### config.mk
export PLATFORM = sky130hd
export DESIGN_NAME = router_nport
export DESIGN_NICKNAME = d
export VERILOG_FILES = /design/src/rtl/router_pkg.sv /design/src/rtl/router_nport_fifo.sv /design/src/rtl/router_nport.sv
export SDC_FILE = /design/constraint.sdc
export NUM_CORES = 1
export LEC_CHECK = 0
export ABC_AREA = 1
export CORE_AREA = 2 2 208 210
export CTS_BUF_LIST = sky130_fd_sc_hd__clkbuf_4 sky130_fd_sc_hd__clkbuf_8
export CTS_CLUSTER_SIZE = 14
export DETAILED_ROUTE_END_ITERATION = 8
export DIE_AREA = 0 0 210 212
export PLACE_DENSITY = 0.71
export SYNTH_ARGS = -nofsm -noshare
export SYNTH_HDL_FRONTEND = slang
export SYNTH_HIERARCHICAL = 1
export SYNTH_SLANG_ARGS = --single-unit
### constraint.sdc
create_clock -name clock -period 3.7 [get_ports clock]
set_input_delay 0.555 -clock clock [delete_from_list [all_inputs] [get_ports clock]]
set_output_delay 0.555 -clock clock [all_outputs]
set_load 0.02 [all_outputs]
### src/rtl/router_pkg.sv
`default_nettype none
// ============================================================================
//  Module   : router_pkg
//  Brief    : Shared FSM state type, header field helpers and address width.
//  Revision : 1.0
// ============================================================================
package router_pkg;

    typedef enum logic [2:0] {
        S_IDLE       = 3'd0,
        S_WAIT_EMPTY = 3'd1,
        S_LOAD       = 3'd2,
        S_CHECK      = 3'd3,
        S_DROP       = 3'd4
    } state_t;

    // Address field is never narrower than one bit, even for two ports.
    function automatic int calc_aw(input int nports);
        int aw;
        aw = 1;
        while ((1 << aw) < nports) aw++;
        return aw;
    endfunction

    function automatic int unsigned hdr_addr(input int unsigned word, input int unsigned aw);
        return word & ((32'd1 << aw) - 32'd1);
    endfunction

    function automatic int unsigned hdr_len(input int unsigned word, input int unsigned aw);
        return word >> aw;
    endfunction

endpackage
`default_nettype wire

### src/rtl/router_nport_fifo.sv
`default_nettype none
// ============================================================================
//  Module   : router_nport_fifo
//  Brief    : Per-port FIFO with registered read data and synchronous flush.
//  Revision : 1.0
// ============================================================================
module router_nport_fifo #(
    parameter int WIDTH = 8,
    parameter int DEPTH = 16
) (
    input  logic             clk,
    input  logic             rst,
    input  logic             i_wr_en,
    input  logic [WIDTH-1:0] i_wr_data,
    input  logic             i_rd_en,
    input  logic             i_flush,
    output logic [WIDTH-1:0] o_rd_data,
    output logic             o_empty,
    output logic             o_full
);

    localparam int c_pw = $clog2(DEPTH) + 1;

    logic [WIDTH-1:0] r_mem [DEPTH];
    logic [c_pw-1:0]  r_wr_ptr;
    logic [c_pw-1:0]  r_rd_ptr;
    logic [WIDTH-1:0] r_rd_data;
    logic [c_pw-1:0]  w_count;
    logic             w_do_wr;
    logic             w_do_rd;

    assign w_count   = r_wr_ptr - r_rd_ptr;
    assign o_empty   = (r_wr_ptr == r_rd_ptr);
    assign o_full    = (w_count == c_pw'(DEPTH));
    assign w_do_wr   = i_wr_en && !i_flush && !o_full;
    assign w_do_rd   = i_rd_en && !i_flush && !o_empty;
    assign o_rd_data = r_rd_data;

    always_ff @(posedge clk) begin
        if (w_do_wr) begin
            r_mem[r_wr_ptr[c_pw-2:0]] <= i_wr_data;
        end
    end

    // Flush returns both pointers to zero; the last read word stays visible.
    always_ff @(posedge clk) begin
        if (rst) begin
            r_wr_ptr  <= '0;
            r_rd_ptr  <= '0;
            r_rd_data <= '0;
        end else if (i_flush) begin
            r_wr_ptr  <= '0;
            r_rd_ptr  <= '0;
        end else begin
            if (w_do_wr) begin
                r_wr_ptr <= r_wr_ptr + 1'b1;
            end
            if (w_do_rd) begin
                r_rd_data <= r_mem[r_rd_ptr[c_pw-2:0]];
                r_rd_ptr  <= r_rd_ptr + 1'b1;
            end
        end
    end

endmodule
`default_nettype wire

### src/rtl/router_nport.sv
`default_nettype none
// ============================================================================
//  Module   : router_nport
//  Brief    : Packet router, one source to NPORTS parity-checked port FIFOs.
//  Revision : 1.0
// ============================================================================
module router_nport
    import router_pkg::*;
#(
    parameter int NPORTS  = 3,
    parameter int WIDTH   = 8,
    parameter int DEPTH   = 16,
    parameter int TIMEOUT = 30
) (
    input  logic                    clock,
    input  logic                    reset,
    input  logic                    pkt_valid,
    input  logic [WIDTH-1:0]        data_in,
    input  logic [NPORTS-1:0]       read_enb,
    output logic [NPORTS*WIDTH-1:0] data_out,
    output logic [NPORTS-1:0]       valid_out,
    output logic                    busy,
    output logic                    error,
    output logic                    drop
);

    localparam int          c_aw     = calc_aw(NPORTS);
    localparam int          c_lw     = WIDTH - c_aw;
    localparam int          c_tw     = $clog2(TIMEOUT + 1);
    localparam logic [31:0] c_nports = NPORTS;

    state_t            r_state;
    logic [c_aw-1:0]   r_dest;
    logic [WIDTH-1:0]  r_hdr;
    logic [c_lw-1:0]   r_len;
    logic [c_lw-1:0]   r_cnt;
    logic [WIDTH-1:0]  r_parity;
    logic              r_par_bad;
    logic              r_error;
    logic              r_drop;

    logic [c_aw-1:0]   w_addr;
    logic [c_lw-1:0]   w_len;
    logic              w_bad;
    logic [NPORTS-1:0] w_empty;
    logic [NPORTS-1:0] w_full;
    logic [NPORTS-1:0] w_flush;
    logic              w_wr;
    logic [c_aw-1:0]   w_wr_port;
    logic [WIDTH-1:0]  w_wr_data;
    logic              w_busy;

    assign w_addr    = c_aw'(hdr_addr(32'(data_in), c_aw));
    assign w_len     = c_lw'(hdr_len(32'(data_in), c_aw));
    assign w_bad     = ({{(32-c_aw){1'b0}}, w_addr} >= c_nports) || (w_len == '0);
    assign w_wr_port = (r_state == S_IDLE) ? w_addr : r_dest;
    assign w_wr_data = (r_state == S_WAIT_EMPTY) ? r_hdr : data_in;
    assign valid_out = ~w_empty;
    assign busy      = w_busy;
    assign error     = r_error;
    assign drop      = r_drop;

    always_comb begin
        w_wr   = 1'b0;
        w_busy = 1'b0;
        case (r_state)
            S_IDLE:       w_wr = pkt_valid && !w_bad && w_empty[w_addr];
            S_WAIT_EMPTY: begin
                w_wr   = w_empty[r_dest];
                w_busy = 1'b1;
            end
            S_LOAD: begin
                w_wr   = !w_flush[r_dest] && !w_full[r_dest];
                w_busy = w_full[r_dest];
            end
            S_CHECK:      w_busy = 1'b1;
            default:      w_busy = 1'b0;
        endcase
    end

    always_ff @(posedge clock) begin
        if (reset) begin
            r_state   <= S_IDLE;
            r_dest    <= '0;
            r_hdr     <= '0;
            r_len     <= '0;
            r_cnt     <= '0;
            r_parity  <= '0;
            r_par_bad <= 1'b0;
            r_error   <= 1'b0;
            r_drop    <= 1'b0;
        end else begin
            r_drop <= 1'b0;
            case (r_state)
                S_IDLE: begin
                    if (pkt_valid) begin
                        r_error  <= 1'b0;
                        r_dest   <= w_addr;
                        r_hdr    <= data_in;
                        r_len    <= w_len;
                        r_cnt    <= '0;
                        r_parity <= data_in;
                        if (w_bad) begin
                            r_state <= S_DROP;
                            r_drop  <= 1'b1;
                        end else if (w_empty[w_addr]) begin
                            r_state <= S_LOAD;
                        end else begin
                            r_state <= S_WAIT_EMPTY;
                        end
                    end
                end
                S_WAIT_EMPTY: begin
                    if (w_empty[r_dest]) r_state <= S_LOAD;
                end
                S_LOAD: begin
                    // A flushed destination loses the packet; a parity word
                    // arriving in the same cycle ends it outright.
                    if (w_flush[r_dest]) begin
                        r_state <= pkt_valid ? S_DROP : S_IDLE;
                        r_drop  <= 1'b1;
                    end else if (!w_full[r_dest]) begin
                        if (pkt_valid) begin
                            r_parity <= r_parity ^ data_in;
                            if (r_cnt != '1) r_cnt <= r_cnt + 1'b1;
                        end else begin
                            r_par_bad <= (data_in != r_parity);
                            r_state   <= S_CHECK;
                        end
                    end
                end
                S_CHECK: begin
                    r_error <= r_par_bad || (r_cnt != r_len);
                    r_state <= S_IDLE;
                end
                S_DROP: begin
                    if (!pkt_valid) r_state <= S_IDLE;
                end
                default: r_state <= S_IDLE;
            endcase
        end
    end

    for (genvar i = 0; i < NPORTS; i++) begin : g_port
        logic [c_tw-1:0] r_to_cnt;
        logic            w_wr_en;

        assign w_wr_en    = w_wr && (w_wr_port == c_aw'(i));
        assign w_flush[i] = (r_to_cnt == c_tw'(TIMEOUT));

        always_ff @(posedge clock) begin
            if (reset) begin
                r_to_cnt <= '0;
            end else if (w_flush[i] || w_empty[i] || read_enb[i]) begin
                r_to_cnt <= '0;
            end else begin
                r_to_cnt <= r_to_cnt + 1'b1;
            end
        end

        router_nport_fifo #(
            .WIDTH (WIDTH),
            .DEPTH (DEPTH)
        ) u_fifo (
            .clk       (clock),
            .rst       (reset),
            .i_wr_en   (w_wr_en),
            .i_wr_data (w_wr_data),
            .i_rd_en   (read_enb[i]),
            .i_flush   (w_flush[i]),
            .o_rd_data (data_out[i*WIDTH +: WIDTH]),
            .o_empty   (w_empty[i]),
            .o_full    (w_full[i])
        );
    end

endmodule
`default_nettype wire

# Yosys cells after proc, flatten, opt, wreduce, memory -nomap -nowiden
# Memories as Yosys holds them, arrays and structs flattened. A register that Yosys moved wholly into a read port is not among the register bits.
# Index checks and enable logic that the tools add are counted.
[totals] reg_bits=81 latch_bits=0 ram_bits=384 mem_bits_ro=0 input_bits=14 out_inout_bits=30 wordCells=176 n_memories=3
[classes] addsub=13 multipliers=0 div=0 magnitude_cmp=3 eq_ne=27 shift=0 mux=45 n_bitwise=8 n_reduce_logical=59
[memory_table] name="g_port[0].u_fifo.r_mem" depth=16 width=8 read_ports=1 rd_clocked_by_memory_dff=1 wr=1 line_no="router_nport_fifo.sv:24" text="logic [WIDTH-1:0] r_mem [DEPTH];"
[memory_table] name="g_port[1].u_fifo.r_mem" depth=16 width=8 read_ports=1 rd_clocked_by_memory_dff=1 wr=1 line_no="router_nport_fifo.sv:24"
[memory_table] name="g_port[2].u_fifo.r_mem" depth=16 width=8 read_ports=1 rd_clocked_by_memory_dff=1 wr=1 line_no="router_nport_fifo.sv:24"
[ops] operator="adder 5 x 1 -> 5 bit (second input constant)" count=9
[ops] operator="two-way mux 8 bit" count=5
[ops] operator="equality test 5 bit (second input constant)" count=6
[ops] operator="two-way mux 6 bit" count=5
[ops] operator="two-way mux 3 bit" count=8
[ops] operator="logical AND 1 bit" count=18
[ops] operator="one-hot mux 8 bit (2 select lines)" count=1
[ops] operator="equality test 5 bit" count=3
[ops] operator="subtractor 5 bit" count=3
[ops] operator="two-way mux 1 bit" count=14
[ops] operator="OR reduction 2 bit" count=7
[ops] operator="zero test 1 bit" count=12
[ops] operator="inequality test 2 bit (second input constant)" count=6
[ops] operator="one-hot mux 3 bit (4 select lines)" count=1
[ops] operator="one-hot mux 6 bit (2 select lines)" count=1
[ops] operator="AND reduction 2 bit" count=5
[ops] operator="AND reduction 5 bit" count=2
[ops] operator="binary-select mux 1 bit (select 2 bit)" count=4
[ops] operator="logical OR 1 bit" count=8
[ops] operator="inequality test 8 bit" count=1
[ops] operator="XOR 8 bit" count=1
[ops] operator="adder 6 x 1 -> 6 bit (second input constant)" count=1
[ops] operator="equality test 3 x 2 -> 1 bit (second input constant)" count=2
[ops] operator="zero test 6 bit" count=1
[ops] operator="20 further kinds" count=31

# Longest topological paths before layout
[logic_depth] word_depth=12 ltp_mapped=26

# By module
# Netlist, hierarchy kept.
[by_module_without_submodules] module="router_nport_fifo (g_port[1].u_fifo)" n_inst=1 cells_each=551 area_each_um2=6137.1
[by_module_without_submodules] module="router_nport_fifo (g_port[2].u_fifo)" n_inst=1 cells_each=549 area_each_um2=6124.6
[by_module_without_submodules] module="router_nport_fifo (g_port[0].u_fifo)" n_inst=1 cells_each=539 area_each_um2=6100.9
[by_module_without_submodules] module="router_nport" n_inst=1 cells_each=375 area_each_um2=2565.0

# Least setup slack after synthesis
# OpenSTA, ideal clock, no wires.
[synth_path] path_type="register to register" startpoint="reg g_port[2].u_fifo.r_rd_ptr[2]" endpoint="mem g_port[2].u_fifo.r_mem[14][0] (enable)" setup_ns=0.383 arrival_ns=3.134 required_time_ns=3.317 setup_slack_ns=0.183 stages_incl_launch_ff=23 n_path_buf=3 cell_sequence="dfxtp_1 clkbuf_1 inv_1 ha_1 nand2_1 inv_1 nand2_1 nand2_1 nand2_1 nand2_1 nand2_2 buf_6 inv_1 nand2_1 nand2_2 o21ai_0 nand2_1 nor2_1 nand2_1 inv_1 nand2_2 buf_2 nor3_1"
[synth_between] elab_chain_cells=12
[synth_lines] element="from (decl)" line_no="router_nport_fifo.sv:26" text="logic [c_pw-1:0] r_rd_ptr;"
[synth_lines] element="from (signal assigned)" line_no="router_nport_fifo.sv:60" text="r_rd_ptr <= r_rd_ptr + 1'b1;"
[synth_lines] element="subtractor 5 bit" line_no="router_nport_fifo.sv:32" text="assign w_count = r_wr_ptr - r_rd_ptr;"
[synth_lines] element="equality test 5 bit" line_no="router_nport_fifo.sv:34" text="assign o_full = (w_count == c_pw'(DEPTH));"
[synth_lines] element="via w_full[2]" line_no="router_nport.sv:46" text="logic [NPORTS-1:0] w_full;"
[synth_lines] element="binary-select mux 1 bit (select 2 bit)" line_no="router_nport.sv:73" text="w_wr = !w_flush[r_dest] && !w_full[r_dest];"
[synth_lines] element="two-way mux 1 bit (implied by the code)" line_no="router_nport.sv:73"
[synth_lines] element="zero test 1 bit"
[synth_lines] element="logical AND 1 bit" line_no="router_nport.sv:73"
[synth_lines] element="one-hot mux 1 bit (3 select lines)" line_no="router_nport.sv:66" text="case (r_state)"
[synth_lines] element="logical AND 1 bit" line_no="router_nport.sv:148" text="assign w_wr_en = w_wr && (w_wr_port == c_aw'(i));"
[synth_lines] element="via g_port[2].w_wr_en" line_no="router_nport.sv:146" text="logic w_wr_en;"
[synth_lines] element="logical AND 1 bit (2 in series)" line_no="router_nport_fifo.sv:35" text="assign w_do_wr = i_wr_en && !i_flush && !o_full;"
[synth_lines] element="two-way mux 1 bit" line_no="router_nport_fifo.sv:40" text="if (w_do_wr) begin"
[synth_lines] element="two-way mux 1 bit (implied by the code)" line_no="router_nport_fifo.sv:41" text="r_mem[r_wr_ptr[c_pw-2:0]] <= i_wr_data;"
[synth_lines] element="to (decl)" line_no="router_nport_fifo.sv:24"
# The timed path passes the listed nets, and every way through them passes these cells. The select of a mux whose other input is x is not followed.

# Worst setup path in the final report
[layout_path] startpoint="reg g_port[1].u_fifo.r_rd_ptr[2]" endpoint="out busy"
[layout_between] elab_chain_cells=5
[layout_lines] element="from (decl)" line_no="router_nport_fifo.sv:26"
[layout_lines] element="from (signal assigned)" line_no="router_nport_fifo.sv:60"
[layout_lines] element="subtractor 5 bit" line_no="router_nport_fifo.sv:32"
[layout_lines] element="equality test 5 bit" line_no="router_nport_fifo.sv:34"
[layout_lines] element="via w_full[1]" line_no="router_nport.sv:46"
[layout_lines] element="binary-select mux 1 bit (select 2 bit)" line_no="router_nport.sv:74" text="w_busy = w_full[r_dest];"
[layout_lines] element="two-way mux 1 bit (implied by the code)" line_no="router_nport.sv:74"
[layout_lines] element="one-hot mux 1 bit (2 select lines)" line_no="router_nport.sv:66"
[layout_lines] element="to (decl)" line_no="router_nport.sv:22" text="output logic busy,"
# The timed path passes the listed nets, and every way through them passes these cells. The select of a mux whose other input is x is not followed.

==> out/metrics.cfg <==
[critical_path]
worstPathRequired_ps=3140
crit_fanout=10
cp-end-kind=output port
critPathLaunchType=register
path_class=register to output port
cp.arrival_ps=2920

[drt]
routed-via-count=15300
avgViaCountPerCell=5.568
drt_iter0_markers=1546
ant_nets=0
routed_wl_mm=50.17
drc=0
dr.pass1.iters=6
routedWlPerCell_um=18.26

[clock_tree]
cts_buffers=77
clkTransAtPathRegs_ps=60
cts_sinks=481
clockBufferDepth=3
htree_levels=3
cts-root-buf=clkbuf_8
cts_tree=built
worstSkewPairLatency_ps=610

[power]
combinationalPowerShare_pct=30.5
power_frac_clock_pct=27.9
p_int_w=0.01040
p_leak_nw=8.751
power_frac_seq_pct=41.6
powerDensity_nw_per_um2=673.6
swShare_pct=35.34
p_sw_w=0.005683
peakVddDrop_mv=0.5427

[cells_and_area]
stdcell_area_um2=23880
area_growth_syn_to_layout_pct=14.10
antenna_cells=0
fillers=3508
drive_gt1_share_pct=13.54
nets=2186

[yosys]
synthSimpleGateAreaFrac_pct=17.37
syn_area_per_cell_um2=10.39
syn_inst=2014
synth_most_common_cell=nor2_1
synth_compound_area_share_pct=10.51
synth_adder_area_share_pct=2.033
synthFlopType=edfxtp_1
synth_area_leader_cell=edfxtp_1
synth_top_family_by_area=simple AND/OR/NAND/NOR gates
synth_top_area_share_pct=55.10
synth_edf_count=384
synthMuxAreaShare_pct=0
synth.ff_latch_count=481
synth_area_um2=20930
ys_types=43
synth_common_cells=393 x nor2_1, 384 x edfxtp_1, 272 x nand2_1
seq_area_frac_synth_pct=64.38
yosys_warnings=6
synth_nets=2062
synthTopCellsByArea=edfxtp_1 55%, dfxtp_1 9.3%, nor2_1 7.0%
async_flop_share_pct=0
synth-xor-area-share_pct=1.112

[timing]
maxSlewViolCount=0
worstMarginPinSlew_ps=1060
finalHoldViolations=0
relSlewSlack_pct=29.26
post-route-min-period_ps=3478
rsz0062_at_grt=false
finalSetupViolCount=0
setup_tns_ps=0
post-route-period-util_pct=93.99
finClkSkew_ps=19.53
fmax_mhz=287.5

[global_routing]
grt_max_degree=72
antenna_found_initial=0
grt_pass1_wl_mm=78.88
grt.total_usage_pct=22.71
gr-total-overflow=0
first_global_vias=14680

[floorplan]
die_w_um=210
initial_core_util_pct=49.23
fp.dieH_um=212
io_pins=44
core-area_um2=42510
row_count=76
die-area_um2=44520

[placed_design]
hpwl_mm=31.24
gp_congestion=0.9361
port_buffers=43
postPlaceCellArea_um2=22310

[status]
status=complete, no violations

[worst_hold_path]
hold_path_class=register to register

[job]
drv_cap=0

==> worst max-delay path, cell delays in order, from the launching register on <==
cell           delay [ps]
dfxtp_1               330
inv_1                  70
ha_1                  340
or2_1                 260
nand3_1                80
nand2_1                50
nor2_1                160
nand2_4               150
inv_1                  80
inv_1                  40
nand2_1                60
nand3_2                80
nand2_2                80
nand2_2                70
nand2_1               110
dlygate4sd2_1         340
==> per-layer routing <==
metal  vias to the layer above  share of wire (%)  track usage (%)
met5                         -                  0                0
met4                         0                2.8            8.706
met2                       666                 47            36.45
met1                      7288                 42            30.93
met3                       109                8.5            4.239
li1                       7233                  -                -
==> kinds of logic (layout without fill, tap and decap cells) <==
family,after synthesis,count (layout)
adder cells (fa/ha/maj),34,34
buffers and inverters,216,403
XOR/XNOR,24,24
AND/OR/NAND/NOR,856,856
AO/OA/AOI/OAI,403,403
flip-flops,481,481
==> sequential cells by signal, summed over array words and instances (netlist names) <==
register	count
drop	1
error	1
g_port.r_to_cnt	15
g_port.u_fifo/o_rd_data	24
g_port.u_fifo/r_mem	384
g_port.u_fifo/r_rd_ptr	15
g_port.u_fifo/r_wr_ptr	15
r_cnt	6
r_dest	1
r_hdr	7
r_par_bad	1
r_parity	8
r_state	3
==> through the flow <==
step           util (%)  total power, W  hold WS, ps  worst slack (ps)  instances
2_1_floorplan         -         0.01011        429.7             182.6       2014
3_3_place_gp      52.49         0.01154        443.0             295.6       2603
3_5_place_dp      52.49         0.01163        462.2             223.1       2603
5_1_grt           56.18         0.01696        491.4             5.897       2747
4_1_cts           56.10         0.01612        475.5             110.2       2745
6_report          56.18         0.01608        468.2             222.2       2747
==> power by group through the flow <==
stage          combinational (W)  sequential, W  clock, W
3_5_place_dp             0.00482        0.00681         0
6_report                 0.00490        0.00670   0.00448
5_1_grt                  0.00540        0.00673   0.00482
3_3_place_gp             0.00475        0.00679         0
2_1_floorplan            0.00316        0.00694         0
4_1_cts                  0.00483        0.00670   0.00459
==> final cells by class <==
cell class	instances	area [um^2]	area share, %
Clock buffer	114	1369	5.732
Inverter	129	484.2	2.028
Timing Repair Buffer	132	1097	4.595
Multi-Input combinational cell	1317	6603	27.65
Sequential cell	481	13480	56.44
Clock inverter	28	166.4	0.6969
Tap cell	546	683.2	2.861
==> worst paths after layout <==
| kind | startpoint | endpoint | slack [ps] | depth (start not counted) |
|---|---|---|---|---|
| worst max-delay path | g_port[1].u_fifo/r_rd_ptr[2] | busy | 220 | 15 |
| worst min register to register | g_port[0].r_to_cnt[0] | g_port[0].r_to_cnt[0] | 470 | 1 |
| worst max register to register | g_port[1].u_fifo/r_wr_ptr[0] | g_port[2].u_fifo/r_mem[10][6] | 320 | 19 |
| worst min-delay path | g_port[0].r_to_cnt[0] | g_port[0].r_to_cnt[0] | 470 | 1 |
==> placed cells by master (no fill, tap or decap), types with 4 or more instances in the layout <==
master	instances
a21oi_1	63
buf_4	89
clkbuf_4	32
clkbuf_8	82
clkdlybuf4s50_1	42
clkinv_1	17
clkinv_2	8
clkinvlp_4	4
dfxtp_1	94
edfxtp_1	384
ha_1	34
inv_1	117
inv_2	8
nand2_1	272
nand2_2	11
nand2_4	7
nand3_1	93
nand3_2	5
nor2_1	391
nor2_2	13
nor2_4	10
nor3_1	35
nor4_1	6
o211ai_1	33
o21ai_0	231
o21ai_4	8
o22ai_1	56
or2_2	4
xnor2_1	9
xor2_1	12
==> what timing repair did <==
action | CTS | global route
setup buffers | 0 | 2
pin swaps | 0 | 1
hold buffers | 0 | 0
endpoints found under the setup margin | 1 | 175
resized for setup | 1 | 7
Note: power is estimated with default switching activity, not from simulation.
==> RTL change 1, RTL diff (same settings) <==
Add an input register stage for `pkt_valid`, `data_in` and `read_enb`, cleared by the reset; this delays them by one clock.
--- a/src/rtl/router_nport.sv
+++ b/src/rtl/router_nport.sv
@@ -31,2 +31,18 @@
 
+    logic pkt_valid_q;
+    logic [WIDTH-1:0] data_q;
+    logic [NPORTS-1:0] read_enb_q;
+
+    always_ff @(posedge clock) begin
+        if (reset) begin
+            pkt_valid_q <= '0;
+            data_q      <= '0;
+            read_enb_q  <= '0;
+        end else begin
+            pkt_valid_q <= pkt_valid;
+            data_q      <= data_in;
+            read_enb_q  <= read_enb;
+        end
+    end
+
     state_t            r_state;
@@ -52,7 +68,7 @@
 
-    assign w_addr    = c_aw'(hdr_addr(32'(data_in), c_aw));
-    assign w_len     = c_lw'(hdr_len(32'(data_in), c_aw));
+    assign w_addr    = c_aw'(hdr_addr(32'(data_q), c_aw));
+    assign w_len     = c_lw'(hdr_len(32'(data_q), c_aw));
     assign w_bad     = ({{(32-c_aw){1'b0}}, w_addr} >= c_nports) || (w_len == '0);
     assign w_wr_port = (r_state == S_IDLE) ? w_addr : r_dest;
-    assign w_wr_data = (r_state == S_WAIT_EMPTY) ? r_hdr : data_in;
+    assign w_wr_data = (r_state == S_WAIT_EMPTY) ? r_hdr : data_q;
     assign valid_out = ~w_empty;
@@ -66,3 +82,3 @@
         case (r_state)
-            S_IDLE:       w_wr = pkt_valid && !w_bad && w_empty[w_addr];
+            S_IDLE:       w_wr = pkt_valid_q && !w_bad && w_empty[w_addr];
             S_WAIT_EMPTY: begin
@@ -95,9 +111,9 @@
                 S_IDLE: begin
-                    if (pkt_valid) begin
+                    if (pkt_valid_q) begin
                         r_error  <= 1'b0;
                         r_dest   <= w_addr;
-                        r_hdr    <= data_in;
+                        r_hdr    <= data_q;
                         r_len    <= w_len;
                         r_cnt    <= '0;
-                        r_parity <= data_in;
+                        r_parity <= data_q;
                         if (w_bad) begin
@@ -119,10 +135,10 @@
                     if (w_flush[r_dest]) begin
-                        r_state <= pkt_valid ? S_DROP : S_IDLE;
+                        r_state <= pkt_valid_q ? S_DROP : S_IDLE;
                         r_drop  <= 1'b1;
                     end else if (!w_full[r_dest]) begin
-                        if (pkt_valid) begin
-                            r_parity <= r_parity ^ data_in;
+                        if (pkt_valid_q) begin
+                            r_parity <= r_parity ^ data_q;
                             if (r_cnt != '1) r_cnt <= r_cnt + 1'b1;
                         end else begin
-                            r_par_bad <= (data_in != r_parity);
+                            r_par_bad <= (data_q != r_parity);
                             r_state   <= S_CHECK;
@@ -136,3 +152,3 @@
                 S_DROP: begin
-                    if (!pkt_valid) r_state <= S_IDLE;
+                    if (!pkt_valid_q) r_state <= S_IDLE;
                 end
@@ -153,3 +169,3 @@
                 r_to_cnt <= '0;
-            end else if (w_flush[i] || w_empty[i] || read_enb[i]) begin
+            end else if (w_flush[i] || w_empty[i] || read_enb_q[i]) begin
                 r_to_cnt <= '0;
@@ -168,3 +184,3 @@
             .i_wr_data (w_wr_data),
-            .i_rd_en   (read_enb[i]),
+            .i_rd_en   (read_enb_q[i]),
             .i_flush   (w_flush[i]),
Behaviour: not the same (a bounded check fails within 4 cycles, from zero or initial values and one cycle with reset high).
==> RTL change 1 against the unedited design <==
  * Power fell by 8.3%
  * Sequential cell count rose by 12
  * Sequential share of layout area barely moved
  * Critical path depth rose by 11
  * Wire length rose by 0.92%
  * Worst setup slack improved by 0.080 ns
  * Via count rose by 0.57%
  * Design area rose by 1.9%
  * Synthesized area rose by 1.8%
  * Utilization rose by 1.0 points
  * Critical path type is now reg2reg
==> RTL change 1: results (changes against the unedited design) <==
{| class="wikitable"
! Metric !! Value
|-
| Status || complete, no violations
|-
| Worst hold slack after final layout || 0.451 ns (-0.0175 ns)
|-
| First-pass GRT wire length || 79500 um (+0.84%)
|-
| Global placement routability congestion || 0.915 (-2.3%)
|-
| Clock latency on the worst-skew pair || 0.64 ns (+0.03 ns)
|-
| Met2 routed wirelength || 24400 um (+4.1%)
|-
| Xor and xnor fraction of the mapped netlist area || 0.0109 (-0.000200)
|-
| Post-placement cell count || 2641 (+1.5%)
|-
| CTS Buf Count || 79 (+2.6%)
|-
| Startpoint of the lowest-slack hold path || data_in[2]
|-
| Fraction of synthesized cell area taken by the top area cell type || 0.541 (-0.00990)
|-
| Router iterations before antenna repair || 7 (+1)
|-
| Peak per-stage delay on the critical path || 0.42 ns (+0.08 ns)
|-
| Area fraction in compound gates after synthesis || 0.101 (-0.00418)
|-
| Worst slack after detailed placement || 0.286 ns (+0.0629 ns)
|-
| Data arrival time of the critical path || 3.73 ns (+0.81 ns)
|-
| Final worst path period share || 0.918 (-0.0217)
|-
| Vias per cell || 5.52 (-0.87%)
|-
| Leak Pwr || 9.02 nW (+3.0%)
|-
| Total global routing track utilization || 0.230 (+0.00290)
|-
| Routed metal-1 wirelength || 21000 um (-0.28%)
|-
| Number of global-route vias before repair || 14996 (+2.2%)
|-
| Top area cells in the synthesized netlist || sky130_fd_sc_hd__edfxtp_1 (54%), sky130_fd_sc_hd__dfxtp_1 (10%), sky130_fd_sc_hd__nor2_1 (6.8%)
|-
| Start point of the critical path || g_port[1].u_fifo/r_wr_ptr[0]$_SDFFE_PP0P_
|-
| Register-to-Register Path Depth || 26 (+7)
|-
| R2R Path End || g_port[0].u_fifo/r_mem[15][7]$_DFFE_PP_
|-
| WL met3 || 3900 um (-8.4%)
|-
| DRT iter0 DRCs || 1509 (-2.4%)
|-
| Post-DP HPWL || 31900 um (+2.2%)
|-
| Area of all sequential standard cells || 13700 um^2 (+1.8%)
|-
| Sequential fraction of the synthesis area || 0.643 (about the same)
|-
| Fraction of layout instances using a drive strength above 1 || 0.132 (-0.00331)
|-
| Adder-Cell Fraction of Synth Area || 0.0200 (-0.000365)
|-
| Non-filler instance count after layout || 2787 (+1.5%)
|-
| Largest clock skew in the final design || 0.0268 ns (+0.00730 ns)
|}
-- RTL change 1: timing repair --
item                       in CTS  in global routing
setup endpoints to repair       1                162
resized for setup               1                  9
setup buffers                   0                  0
pin swaps                       0                  0
-- RTL change 1: layer usage --
layer	GRT usage	up-vias
met3	0.0427	115
met1	0.302	7361
met4	0.0819	0
met2	0.385	583
met5	0	-
li1	-	7324
-- RTL change 1: where the power goes --
part | leakage (nW) | internal, W | switching, W | total (W)
logic | 3.76 | 0.00105 | 0.00243 | 0.00348
clock network | 0.858 | 0.00258 | 0.00214 | 0.00472
registers | 4.40 | 0.00638 | 0.000163 | 0.00654
total | 9.02 | 0.0100 | 0.00473 | 0.0147
-- RTL change 1: cell type report --
class | instances | share of cell area
clock buffer | 113 | 0.0575
clock inverter | 33 | 0.00849
inverter | 137 | 0.0214
multi-input combinational | 1344 | 0.276
sequential | 493 | 0.564
tap | 546 | 0.0281
timing repair buffer | 121 | 0.0444
==> RTL change 2, RTL diff (config.mk and constraints unchanged) <==
Made on the original files. The parameter `TIMEOUT` goes from 30 to 60.
--- a/src/rtl/router_nport.sv
+++ b/src/rtl/router_nport.sv
@@ -12,3 +12,3 @@
     parameter int DEPTH   = 16,
-    parameter int TIMEOUT = 30
+    parameter int TIMEOUT = 60
 ) (
Formal check against the unedited RTL: same outputs for any inputs over 4 cycles, from zero or initial values and one cycle with reset high; that may be too few to reach the edited logic, so the function may still have changed.
==> RTL change 2 against the unedited design <==
  * Design area is 0.91% higher
  * Synthesized cell count rose by 1.1%
  * Worst setup slack lost 0.019 ns
  * Sequential cell count rose by 3
  * Wire length up 2.0%
  * First-iteration DRC count down 3.9%
  * Die area is the same
  * Critical path type is now reg2reg
  * Cell count rose by 0.69%
  * Power is 2.7% higher
  * Synthesized area increased by 0.31%
  * Clock power is 8.0% higher
==> RTL change 2: results (changes against the unedited design) <==
{| class="wikitable"
! Metric !! Value
|-
| Total global routing track utilization || 0.233 (+0.00603)
|-
| Detailed Route WL || 51200 um (+2.0%)
|-
| Data buffer area share || 0.0446 (-0.00140)
|-
| Cell-internal power || 0.0108 W (+3.6%)
|-
| Count of clock-net buffers in the final layout || 110 (-3.5%)
|-
| Number of buffers other than clock buffers in the final layout || 126 (-4.5%)
|-
| Multi-input comb cells || 1322 (+0.38%)
|-
| Data arrival time of the critical path || 3.81 ns (+0.89 ns)
|-
| Fraction of area in multi-input gates || 0.273 (-0.00302)
|-
| Clock Sink Count || 484 (+0.62%)
|-
| Post-DP HPWL || 31600 um (+1.0%)
|-
| # resized after CTS || 2 (+1)
|-
| Post-Syn Area per Cell || 10.3 um^2 (-0.77%)
|-
| Number of vias after detailed routing || 15348 (+0.34%)
|-
| Area fraction in compound gates after synthesis || 0.109 (+0.00438)
|-
| First-pass GRT wire length || 81000 um (+2.7%)
|-
| Non-filler instance count after layout || 2766 (+0.69%)
|-
| Global placement routability congestion || 0.893 (-4.6%)
|-
| DRT iter0 DRCs || 1486 (-3.9%)
|-
| Top area cells in the synthesized netlist || sky130_fd_sc_hd__edfxtp_1 (55%), sky130_fd_sc_hd__dfxtp_1 (9.5%), sky130_fd_sc_hd__nor2_1 (7.3%)
|-
| Xor and xnor fraction of the mapped netlist area || 0.0111 (-0.0000345)
|-
| Post-placement cell count || 2624 (+0.81%)
|-
| Setup slack after layout || 0.203 ns (-0.0195 ns)
|-
| # fillers || 3525 (+0.48%)
|-
| Worst slack after detailed placement || 0.276 ns (+0.0530 ns)
|-
| Clock latency on the worst-skew pair || 0.64 ns (+0.03 ns)
|-
| P_sw || 0.00574 W (+0.95%)
|-
| Slowest-stage cell, CP || sky130_fd_sc_hd__dfxtp_1
|-
| Largest clock skew in the final design || 0.0344 ns (+0.0148 ns)
|-
| Area of all sequential standard cells || 13500 um^2 (+0.45%)
|-
| Clk pwr || 0.00484 W (+8.0%)
|-
| Sequential fraction of the synthesis area || 0.645 (+0.000866)
|-
| Status || complete, no violations
|-
| Peak per-stage delay on the critical path || 0.41 ns (+0.07 ns)
|}
[RTL change 2: changes by cell type after synthesis, sizes merged, moves of 4 or more]
cell | before | now
nand2 | 290 | 278
nor3 | 38 | 43
inv | 125 | 141
nand3 | 98 | 90
o21ai | 244 | 257
nor2 | 414 | 418
[RTL change 2: routing by layer]
layer	global-route usage	routed length, um	up-vias
met4	0.0844	1250	0
li1	-	-	7303
met3	0.0408	3850	98
met1	0.312	21800	7347
met2	0.385	24300	600
met5	0	0	-
[RTL change 2: how the worst min path moves through the flow]
stage                                       endpoint  cells past startpoint  slack, ns
global route        g_port[1].r_to_cnt[0]$_SDFF_PP0_                      1       0.50
detailed placement  g_port[1].r_to_cnt[0]$_SDFF_PP0_                      1       0.46
floorplan           g_port[0].r_to_cnt[0]$_SDFF_PP0_                      1       0.43
CTS                 g_port[1].r_to_cnt[0]$_SDFF_PP0_                      1       0.47
finish              g_port[1].r_to_cnt[0]$_SDFF_PP0_                      1       0.46
global placement    g_port[1].r_to_cnt[0]$_SDFF_PP0_                      1       0.44
